## src/rtl/rv32i_load_store_unit.sv

```systemverilog
// RV32I load/store unit for the multicycle core's memory stage.
// Takes one request at a time and runs at most one data-bus transaction for it.
// Stores get lane-replicated write data and byte enables.
// Load results are sign- or zero-extended, then returned with a one-cycle done pulse.
// Misaligned accesses and the illegal size code finish at once with a fault and no bus activity.
module rv32i_load_store_unit #(
  parameter int ADDR_WIDTH     = 32,
  parameter int WORD_SIZE      = 32,
  parameter int REG_ADDR_WIDTH = 5
) (
  input  logic                      i_clk,
  input  logic                      i_rst,
  input  logic                      i_req_valid,
  output logic                      o_req_ready,
  input  logic                      i_req_store,
  input  logic [1:0]                i_req_size,
  input  logic                      i_req_unsigned,
  input  logic [ADDR_WIDTH-1:0]     i_req_addr,
  input  logic [WORD_SIZE-1:0]      i_req_wdata,
  input  logic [REG_ADDR_WIDTH-1:0] i_req_rd,
  output logic                      o_mem_req,
  output logic                      o_mem_we,
  output logic [ADDR_WIDTH-1:0]     o_mem_addr,
  output logic [WORD_SIZE-1:0]      o_mem_wdata,
  output logic [3:0]                o_mem_be,
  input  logic                      i_mem_gnt,
  input  logic                      i_mem_rvalid,
  input  logic [WORD_SIZE-1:0]      i_mem_rdata,
  output logic                      o_done,
  output logic                      o_fault,
  output logic                      o_wb_en,
  output logic [REG_ADDR_WIDTH-1:0] o_wb_rd,
  output logic [WORD_SIZE-1:0]      o_wb_data
);

  typedef enum logic [1:0] {IDLE, REQ, RESP, DONE} state_t;

  state_t                    state_q, state_d;
  logic                      store_q, store_d;
  logic [1:0]                size_q, size_d;
  logic                      unsigned_q, unsigned_d;
  logic [ADDR_WIDTH-1:0]     addr_q, addr_d;
  logic [WORD_SIZE-1:0]      wdata_q, wdata_d;
  logic [WORD_SIZE-1:0]      rdata_q, rdata_d;
  logic [REG_ADDR_WIDTH-1:0] rd_q, rd_d;
  logic                      fault_q, fault_d;

  logic                      reqFault;
  logic [WORD_SIZE-1:0]      laneData;
  logic [3:0]                laneBe;
  logic [WORD_SIZE-1:0]      loadLane;
  logic [WORD_SIZE-1:0]      loadData;

  // Misalignment and illegal-size check on the incoming request
  always_comb begin
    reqFault = 1'b0;
    case (i_req_size)
      2'b00:   reqFault = 1'b0;
      2'b01:   reqFault = i_req_addr[0];
      2'b10:   reqFault = (i_req_addr[1:0] != 2'b00);
      default: reqFault = 1'b1;
    endcase
  end

  // State and latched request fields; the synchronous reset drops any transaction in flight
  always_ff @(posedge i_clk) begin
    if (i_rst) begin
      state_q    <= IDLE;
      store_q    <= 1'b0;
      size_q     <= 2'b00;
      unsigned_q <= 1'b0;
      addr_q     <= '0;
      wdata_q    <= '0;
      rdata_q    <= '0;
      rd_q       <= '0;
      fault_q    <= 1'b0;
    end else begin
      state_q    <= state_d;
      store_q    <= store_d;
      size_q     <= size_d;
      unsigned_q <= unsigned_d;
      addr_q     <= addr_d;
      wdata_q    <= wdata_d;
      rdata_q    <= rdata_d;
      rd_q       <= rd_d;
      fault_q    <= fault_d;
    end
  end

  // Next state: accept in IDLE, hold the bus request until granted, then wait for the response
  always_comb begin
    state_d    = state_q;
    store_d    = store_q;
    size_d     = size_q;
    unsigned_d = unsigned_q;
    addr_d     = addr_q;
    wdata_d    = wdata_q;
    rdata_d    = rdata_q;
    rd_d       = rd_q;
    fault_d    = fault_q;
    case (state_q)
      IDLE: begin
        if (i_req_valid) begin
          store_d    = i_req_store;
          size_d     = i_req_size;
          unsigned_d = i_req_unsigned;
          addr_d     = i_req_addr;
          wdata_d    = i_req_wdata;
          rd_d       = i_req_rd;
          fault_d    = reqFault;
          rdata_d    = '0;
          state_d    = reqFault ? DONE : REQ;
        end
      end
      REQ: begin
        if (i_mem_gnt) begin
          if (i_mem_rvalid) begin
            rdata_d = i_mem_rdata;
            state_d = DONE;
          end else begin
            state_d = RESP;
          end
        end
      end
      RESP: begin
        if (i_mem_rvalid) begin
          rdata_d = i_mem_rdata;
          state_d = DONE;
        end
      end
      DONE:    state_d = IDLE;
      default: state_d = IDLE;
    endcase
  end

  // Store lane replication and byte enables; loads always read the whole word
  always_comb begin
    laneData = wdata_q;
    laneBe   = 4'b1111;
    case (size_q)
      2'b00: begin
        laneData = {4{wdata_q[7:0]}};
        if (store_q) laneBe = 4'b0001 << addr_q[1:0];
      end
      2'b01: begin
        laneData = {2{wdata_q[15:0]}};
        if (store_q) laneBe = addr_q[1] ? 4'b1100 : 4'b0011;
      end
      default: begin
        laneData = wdata_q;
        laneBe   = 4'b1111;
      end
    endcase
  end

  // Load extraction: shift the addressed lane down, then sign- or zero-extend it
  always_comb begin
    loadLane = rdata_q >> {addr_q[1:0], 3'b000};
    case (size_q)
      2'b00:   loadData = {{24{~unsigned_q & loadLane[7]}}, loadLane[7:0]};
      2'b01:   loadData = {{16{~unsigned_q & loadLane[15]}}, loadLane[15:0]};
      default: loadData = loadLane;
    endcase
  end

  assign o_req_ready = (state_q == IDLE);
  assign o_mem_req   = (state_q == REQ);
  assign o_mem_we    = (state_q == REQ) & store_q;
  assign o_mem_addr  = {addr_q[ADDR_WIDTH-1:2], 2'b00};
  assign o_mem_wdata = laneData;
  assign o_mem_be    = (state_q == REQ) ? laneBe : 4'b0000;
  assign o_done      = (state_q == DONE);
  assign o_fault     = (state_q == DONE) & fault_q;
  assign o_wb_en     = (state_q == DONE) & ~store_q & ~fault_q & (rd_q != '0);
  assign o_wb_rd     = rd_q;
  assign o_wb_data   = (store_q | fault_q) ? '0 : loadData;

endmodule

```

## config.mk

```make
export PLATFORM = sky130hd
export DESIGN_NAME = rv32i_load_store_unit
export DESIGN_NICKNAME = d
export VERILOG_FILES = /design/src/rtl/rv32i_load_store_unit.sv
export SDC_FILE = /design/constraint.sdc
export NUM_CORES = 1
export LEC_CHECK = 0
export CORE_MARGIN = 2
export CORE_UTILIZATION = 35
export DETAILED_ROUTE_END_ITERATION = 10
export PLACE_DENSITY = 0.77
export REMOVE_ABC_BUFFERS = 1
export SLEW_MARGIN = 0
export SYNTH_ARGS = -nofsm -noshare
export SYNTH_HDL_FRONTEND = slang
export SYNTH_SLANG_ARGS = --single-unit
```

## constraint.sdc

```tcl
create_clock -name i_clk -period 1.99 [get_ports i_clk]
set_clock_uncertainty 0.1 [all_clocks]
set_input_delay 0.199 -clock i_clk [delete_from_list [all_inputs] [get_ports i_clk]]
set_output_delay 0.199 -clock i_clk [all_outputs]
set_load 0.02 [all_outputs]
```

# Word level (Yosys, flattened, before mapping)

Cells that the tools add are included.

Flip-flop bits (word level): 108
Bits in latches: 0
Bits in writable memories: 0
ROM bits: 0
Output and inout bits: 111
Logic and storage cells: 59
Memories: 0

$add $sub $neg: 0
Multiply operators: 0
Div/mod/pow operators: 0
Magnitude comparators: 0
Eq/ne operators: 9
Shift-type cells: 2
Muxes and demuxes: 19
Bitwise operators: 11
Reduce and logical (&&, ||, !) cells: 9

Operators by type and width:

| kind                                             | number |
|---|---|
| two-way mux 32 bit                               | 4 |
| case mux 32 bit (2 select lines)                 | 2 |
| case mux 32 bit (3 select lines)                 | 1 |
| >> shifter 32 x 5 -> 32 bit                      | 1 |
| two-way mux 4 bit                                | 4 |
| two-way mux 2 bit                                | 4 |
| case mux 2 bit (4 select lines)                  | 1 |
| case mux 4 bit (2 select lines)                  | 1 |
| AND 1 bit                                        | 7 |
| == test 2 x 1 -> 1 bit (second input constant)   | 3 |
| == test 2 bit (second input constant)            | 3 |
| logical NOT 2 bit                                | 3 |
| AND reduction 3 bit                              | 2 |
| nonzero test 5 bit                               | 1 |
| != test 2 bit (second input constant)            | 2 |
| left shift 1 x 2 -> 4 bit (first input constant) | 1 |
| inverter 1 bit                                   | 3 |
| case mux 1 bit (3 select lines)                  | 1 |
| nonzero test 3 bit                               | 1 |
| != test 2 x 1 -> 1 bit (second input constant)   | 1 |
| AND reduction 2 bit                              | 1 |
| nonzero test 2 bit                               | 1 |
| two-way mux 1 bit                                | 1 |
| bitwise OR 1 bit                                 | 1 |

# Longest topological paths before layout

Gate-level depths: netlist of run 1.

Depth after elaboration: 5
Depth in mapped cells: 9

# Worst setup path before layout of run 1

OpenSTA, ideal clock, no wires.

Path kind: register to register
Start: reg state_q[1]
End: reg rdata_q[11]
Setup time: 132 ps
Data arrival time: 1,608 ps
Data required time: 1,758 ps
Slack: 150 ps
Cell stages (with the launch flop): 10
Path through: dfxtp_1 -> inv_1 -> ha_1 -> clkbuf_1 -> nand2b_1 -> and4b_1 -> buf_2 -> buf_2 -> nand3_1 -> a21oi_1

Longest elaborated chain between the ends: 3
Elaborated cells between the ends (all ways): 8

RTL lines:

| element                                                  | line | RTL |
|---|---|---|
| start, declared                                          | 38   | `state_t state_q, state_d;` |
| start signal, assigned                                   | 78   | `state_q <= state_d;` |
| == test 2 x 1 -> 1 bit (tied with other cells)           | 101  | `case (state_q)` |
| != test 2 x 1 -> 1 bit (no line) (tied with other cells) | n/a  |  |
| AND reduction 3 bit (no line)                            | n/a  |  |
| end signal, assigned                                     | 84   | `rdata_q <= rdata_d;` |
| end, declared                                            | 44   | `logic [WORD_SIZE-1:0] rdata_q, rdata_d;` |

Several ways; a longest one is shown, not always the timed one.
A chain may end at the register's enable or synchronous reset.

# Final worst setup path of run 1

Start: reg addr_q[1]
End: out o_wb_data[16]

Longest elaborated chain between the ends: 4
Elaborated cells between the ends (all ways): 5

RTL lines:

| element                            | line     | RTL |
|---|---|---|
| start, declared                    | 42       | `logic [ADDR_WIDTH-1:0] addr_q, addr_d;` |
| start signal, assigned             | 82       | `addr_q <= addr_d;` |
| >> shifter 32 x 5 -> 32 bit *      | 158      | `loadLane = rdata_q >> {addr_q[1:0], 3'b000};` |
| AND 1 bit (on tied branches)       | 161, 160 |  |
| case mux 32 bit (2 select lines) * | 159      | `case (size_q)` |
| two-way mux 32 bit *               | 176      | `assign o_wb_data = (store_q \| fault_q) ? '0 : loadData;` |
| end, declared                      | 33       | `output logic [WORD_SIZE-1:0] o_wb_data` |

Every way passes the cells marked *; elsewhere a longest branch is shown, timed or not.

==> results by group, run 1 <==
Cells and area
  • Filler cell count: between 1000 and 1500
  • P&R area growth vs syn: 52.8%
  • Final Non-Filler Cells: 1089
  • Final nets: 1012
  • Fraction of layout cells with a size suffix above 1: 0.213
  • Commonest non-fill, non-tap cell in the layout: nand2_1
  • Fin util: 0.546
  • Most frequent cells in the layout: nand2_1 (215), clkdlybuf4s50_1 (151), a21oi_1 (106)
  • Diode count: 0
  • Design area: 8300 sq um

Yosys
  • Ys Warns: 0
  • Flops & latches, synth: 108
  • Distinct cells, synth: 40
  • Cells after Synth: slightly above 700
  • Synthesized area: 5440 sq um
  • Syn Area/Cell: 7.61 sq um
  • Sequential area share after synthesis: 0.398

STA
  • RSZ-0062 raised after global routing: true
  • Hold Vio Cnt, Final: 0
  • Hold slack: 0.132 ns
  • Worst setup margin: -0.141 ns
  • Setup TNS: -2.27 ns
  • Ratio of final minimum period to clock period: 1.07
  • Fin crit period: 2.13 ns
  • Slew Limit Fails: 0
  • Setup violators final: 23
  • Maximum clock rate: 0.469 GHz

Route
  • # DRC: 0
  • Wire per inst: 15.3 microns
  • DR iter-0 viols: 221
  • Final ANT Viol Nets: 0
  • First-pass DRT Iterations: 4
  • Vias per Instance: 4.95
  • Vias: approximately 5400
  • WL final: between 15000 and 20000 microns

Clock tree
  • Total CTS buffers: 9
  • CTS sink count: 108
  • TritonCTS clock tree: built
  • H-Tree Depth: 3
  • Root buffer cell: clkbuf_16
  • Clock buffer depth: 2
  • Worst-Skew Late Latency: 0.35 ns
  • Worst-path clk slew: 0.07 ns

Floorplanning
  • Initial Util: 0.358
  • Die Width: 129 microns
  • Row cnt: 45
  • I/O pins: 221
  • Die height: between 100 and 150 microns
  • Full die area: between 15000 and 20000 sq um
  • Core area: 15200 sq um

Flow run
  • Max-cap violations: 0

Placement
  • Placed inst area: 7750 sq um
  • Placed cells: 1069
  • DP Worst Slack: -0.242 ns
  • DPL Wire Length: between 10000 and 15000 microns
  • PortBufs: 218
  • GPL Wtd Cong: around 0.83

Status
  • Status: finished with violations
  • Failing checks: negative setup slack

Global route
  • First-pass GRT wire length: 25900 microns
  • Number of global-route vias before repair: 5211
  • Antenna violations before repair: 0
  • Largest net degree at the start of global routing: 75
  • Grt total ovfl: 0
  • GRT Total Usage: 0.196

Power
  • Leak: 3.27 nW
  • PwrDens: 1210 nW/um^2
  • Final Power: 10.0 mW
  • Max rail drop VDD: ~780 uV

Setup path
  • Worst Path Required: 1.69 ns
  • Worst setup path class: register to output port
  • Crit Path Max Fanout: 8
  • Worst Setup End Kind: output port
  • Worst Path Arrival: 1.83 ns
  • Startpoint Class: register

Worst hold path
  • Hold Crit Class: input port to register
where the power goes:
group / switching [mW] / internal (mW) / leakage [nW]
logic: 2.97 / 2.27 / 2.23
registers: 0.359 / 2.61 / 0.886
clock network: 0.844 / 0.984 / 0.150
total: 4.17 / 5.87 / 3.27
kinds of logic (layout without fill, tap and decap cells):
| kind of cell | Yosys count | count (layout) | synth area share |
|---|---|---|---|
| adders and majority gates | 6 | 6 | 0.0138 |
| buffers and inverters | 98 | 284 | 0.103 |
| AOI/OAI and AO/OA | 146 | 146 | 0.150 |
| muxes | 49 | 49 | 0.0960 |
| and+or+nand+nor | 305 | 305 | 0.238 |
| xor gates and xnor gates | 1 | 1 | 0.00161 |
| other | 1 | 2 | 0.000690 |
| DFF | 108 | 108 | 0.398 |
metal layers:
metal | track usage | vias to the layer above | wire length, microns
met2 | 0.329 | 205 | 7890
met5 | 0 | - | 0
met3 | 0.0848 | 19 | 1690
met1 | 0.226 | 2474 | 6850
li1 | - | 2689 | -
met4 | 0.0659 | 0 | 258
state kept, by name, indices dropped and copies added, names as in the netlist:
signal,count
rdata_q,32
wdata_q,32
fault_q,1
store_q,1
unsigned_q,1
o_wb_rd,5
addr_q,32
size_q,2
state_q,2
path summary, 6_finish.rpt:
check / end / startpoint / cells after the start / slack [ns]
setup / recovery: o_wb_data[16] / addr_q[1] / 7 / -0.14
setup reg to reg: rdata_q[2] / state_q[0] / 7 / 0.19
hold reg to reg: addr_q[31] / addr_q[31] / 2 / 0.35
hold / removal: addr_q[9] / i_rst / 2 / 0.13
Yosys cell counts:
master | count | share of area
or3_1 | 2 | 0.0023
nor2_2 | 1 | 0.0012
buf_2 | 11 | 0.010
buf_4 | 41 | 0.057
nand3_1 | 32 | 0.029
inv_1 | 3 | 0.0021
a211oi_1 | 15 | 0.021
nor2_1 | 27 | 0.019
o31ai_4 | 1 | 0.0039
xnor2_1 | 1 | 0.0016
ha_1 | 6 | 0.014
nand2b_1 | 5 | 0.0058
mux2i_1 | 24 | 0.044
nand2_2 | 3 | 0.0035
and3_4 | 1 | 0.0021
mux2_2 | 25 | 0.052
or2_2 | 1 | 0.0012
o21ai_0 | 15 | 0.014
and2_1 | 6 | 0.0069
clkbuf_1 | 34 | 0.023
a21boi_0 | 1 | 0.0014
o221ai_1 | 2 | 0.0032
dfxtp_1 | 108 | 0.40
o22a_1 | 1 | 0.0016
o311a_1 | 1 | 0.0018
nor2b_4 | 1 | 0.0025
nor2b_1 | 3 | 0.0035
and3_1 | 2 | 0.0023
nand4b_1 | 1 | 0.0016
buf_1 | 6 | 0.0041
conb_1 | 1 | 0.00069
nand2_1 | 217 | 0.15
nor4b_4 | 1 | 0.0044
a311oi_1 | 1 | 0.0016
and4b_1 | 1 | 0.0018
a21oi_1 | 107 | 0.099
a221oi_1 | 1 | 0.0016
buf_6 | 3 | 0.0062
o21a_1 | 1 | 0.0014
nor3_1 | 1 | 0.00092
what timing repair did:
item | in CTS | in global routing
gates resized for setup | 257 | 104
pin swaps | 6 | 16
cloned | 1 | 0
hold buffers | 0 | 0
buffers inserted | 4 | 1
endpoints found under the setup margin | 65 | 53
layout make-up:
type                       instances  area [sq um]  area share
timing repair buffer             265          2610       0.315
inverter                           3          15.0     0.00181
tap                              188           235      0.0283
sequential                       108          2180       0.263
clock inverter                     7          75.1     0.00904
clock buffer                       9           225      0.0271
multi-input combinational        509          2960       0.357
critical path, stage by stage, from the launching register on:
cell     delay (ns)
dfxtp_4        0.42
mux2i_4        0.29
nor3_4         0.06
o31ai_4        0.28
buf_6          0.15
buf_12         0.11
nand2_1        0.06
buf_6          0.13
(Power assumes the default switching activity.)
==> inputs of run 2 (changes only) <==
Settings changed: CORE_MARGIN 2 to 4.
==> run 2 against run 1 <==
Effect of this change: the run still ends with negative setup slack left; global-route usage is 0.72 points lower; sequential share of layout area is 0.48 points lower; combinational power is 3.8% higher; clock power is 5% higher; critical path type unchanged; largest cell class unchanged; highest routed layer unchanged.
==> results by group, run 2 (synthesis gave the netlist of run 1 again) <==
Setup path
  • R2R setup slack: 0.21 ns
  • Crit path buf inv count: 3
  • Crit. path cell count: 7
  • R2R Path End: rdata_q[5]
  • Worst Path Required: 1.69 ns
  • Worst Setup End Kind: output port
  • Family with the most delay on the worst path: buffers and inverters
  • Crit Path Max Fanout: 7
  • CP max stage cell: dfxtp_4
  • Startpoint Class: register
  • Worst Path Arrival: 1.87 ns
  • Worst R2R Path Depth: 7
  • Worst setup path class: register to output port
  • CP most frequent cell: buf_6
  • Max stage delay on crit path: between 0.4 and 0.5 ns
  • Critical path cell sequence: mux2i_4, nor2_2, o31ai_4, buf_6, clkbuf_16, nand2_2, buf_6
  • Worst R2R Start: state_q[0]

Floorplanning
  • Initial Util: 0.358
  • Row cnt: 45
  • Core area: 15200 sq um
  • Die Width: 133 microns
  • I/O pins: 221
  • Die height: 133 microns
  • Full die area: 17600 sq um

Route
  • Met3 wire len: slightly below 2000 microns
  • DRT met1 WL: 7000 microns
  • DR iter-0 viols: 270
  • Wire per inst: 16.0 microns
  • First-pass DRT Iterations: 4
  • Final ANT Viol Nets: 0
  • DR top layer: met4
  • Met2 wire len: 8350 microns
  • WL final: ~18000 microns
  • Vias: approximately 5500
  • # DRC: 0
  • Vias per Instance: 5.00

Global route
  • Number of global-route vias before repair: 5436
  • Largest net degree at the start of global routing: 103
  • Grt total ovfl: 0
  • Antenna violations before repair: 0
  • First-pass GRT wire length: 27100 microns
  • GRT Total Usage: 0.189

Clock tree
  • CTS sink count: 108
  • Root buffer cell: clkbuf_16
  • Worst-path clk slew: 0.08 ns
  • Worst-Skew Late Latency: 0.34 ns
  • Total CTS buffers: 9
  • Clock buffer depth: 2
  • H-Tree Depth: 3
  • TritonCTS clock tree: built

Placement
  • Placed cells: around 1100
  • PortBufs: 218
  • GPL Wtd Cong: 0.882
  • DP Worst Slack: -0.604 ns
  • DPL Wire Length: 12200 microns
  • Placed inst area: 7700 sq um

Worst hold path
  • Hold Crit Class: input port to register
  • Hold path endpoint: wdata_q[1]
  • Min-delay src: i_req_wdata[1]
  • Hold path depth: 3

Cells and area
  • P&R area growth vs syn: 55.6%
  • Largest regs: addr_q (32), rdata_q (32), wdata_q (32)
  • Final Non-Filler Cells: 1096
  • Commonest non-fill, non-tap cell in the layout: nand2_1
  • Design area: between 8000 and 9000 sq um
  • Final nets: 1019
  • Diode count: 0
  • Fraction of layout cells with a size suffix above 1: 0.221
  • Most frequent cells in the layout: nand2_1 (203), clkdlybuf4s50_1 (152), a21oi_1 (107)

Status
  • Failing checks: negative setup slack
  • Status: finished with violations

STA
  • Worst-Margin Slew: 0.524 ns
  • RSZ-0062 raised after global routing: true
  • Setup TNS: -3.46 ns
  • Slew headroom: 0.651
  • Fin crit period: 2.17 ns
  • Hold slack: 0.287 ns
  • Hold Vio Cnt, Final: 0
  • Slew Limit Fails: 0
  • Ratio of final minimum period to clock period: 1.09
  • Worst setup margin: -0.180 ns
  • Setup violators final: 25
  • Maximum clock rate: 0.461 GHz

Power
  • Max rail drop VDD: 575 uV
  • Leak: 3.35 nW
  • PwrDens: 1220 nW/um^2

Flow run
  • Max-cap violations: 0
run 2: cell count changes in the layout (fill, tap and decap cells not counted), sizes merged, moves of 2 or more:
cell / delta
inv: +4
dlygate4sd2: +6
clkdlybuf4s15: +2
clkbuf: -2
clkinv: -4
run 2: cell type report:
class                           count  area, sq um
Tap cell                          188          235
Clock buffer                       10          239
Clock inverter                      6         78.8
Multi-Input combinational cell    509         2970
Sequential cell                   108         2180
Inverter                            3         11.3
Fill cell                        1399         6740
Timing Repair Buffer              272         2750
run 2: power by group:
group	switching (mW)	internal [mW]	total (mW)
Combinational	3.03	2.41	5.44
Sequential	0.353	2.61	2.96
Clock	0.879	1.04	1.92
run 2: worst max-delay path by stage:
stage	endpoint	from
after floorplan	fault_q	state_q[0]
after global placement	o_wb_data[26]	addr_q[1]
after detailed placement	o_wb_data[31]	addr_q[1]
after CTS	o_wb_data[31]	addr_q[1]
after global routing	o_wb_data[31]	addr_q[1]
final	o_wb_data[31]	addr_q[1]
run 2: routing by layer:
metal / global-route usage / up-vias
li1: - / 2709
met1: 0.211 / 2526
met2: 0.324 / 228
met3: 0.0840 / 18
met4: 0.0606 / 0
met5: 0 / -
run 2: through the flow:
step           power [mW]   util
6_report             10.3  0.556
5_1_grt              11.0  0.556
4_1_cts              10.1  0.542
3_5_place_dp         8.06  0.506
3_3_place_gp         8.01  0.506
2_1_floorplan        5.54      -
run 2: what timing repair did:
| item | 4_1_cts | 5_1_grt |
|---|---|---|
| gates resized for setup | 249 | 87 |
| endpoints found under the setup margin | 65 | 41 |
| gates cloned | 1 | 1 |
| hold buffers | 1 | 0 |
| pin swaps | 2 | 17 |
| setup buffers | 6 | 6 |
| endpoints found under the hold margin | 6 | 0 |
run 2: worst reg2reg max path, cell delays in order (launching register included):
cell and delay, ns:
dfxtp_2 0.36, inv_1 0.10, ha_1 0.33, nand2b_1 0.09, and4b_1 0.25, buf_12 0.20
nand3_1 0.13, a21oi_1 0.16
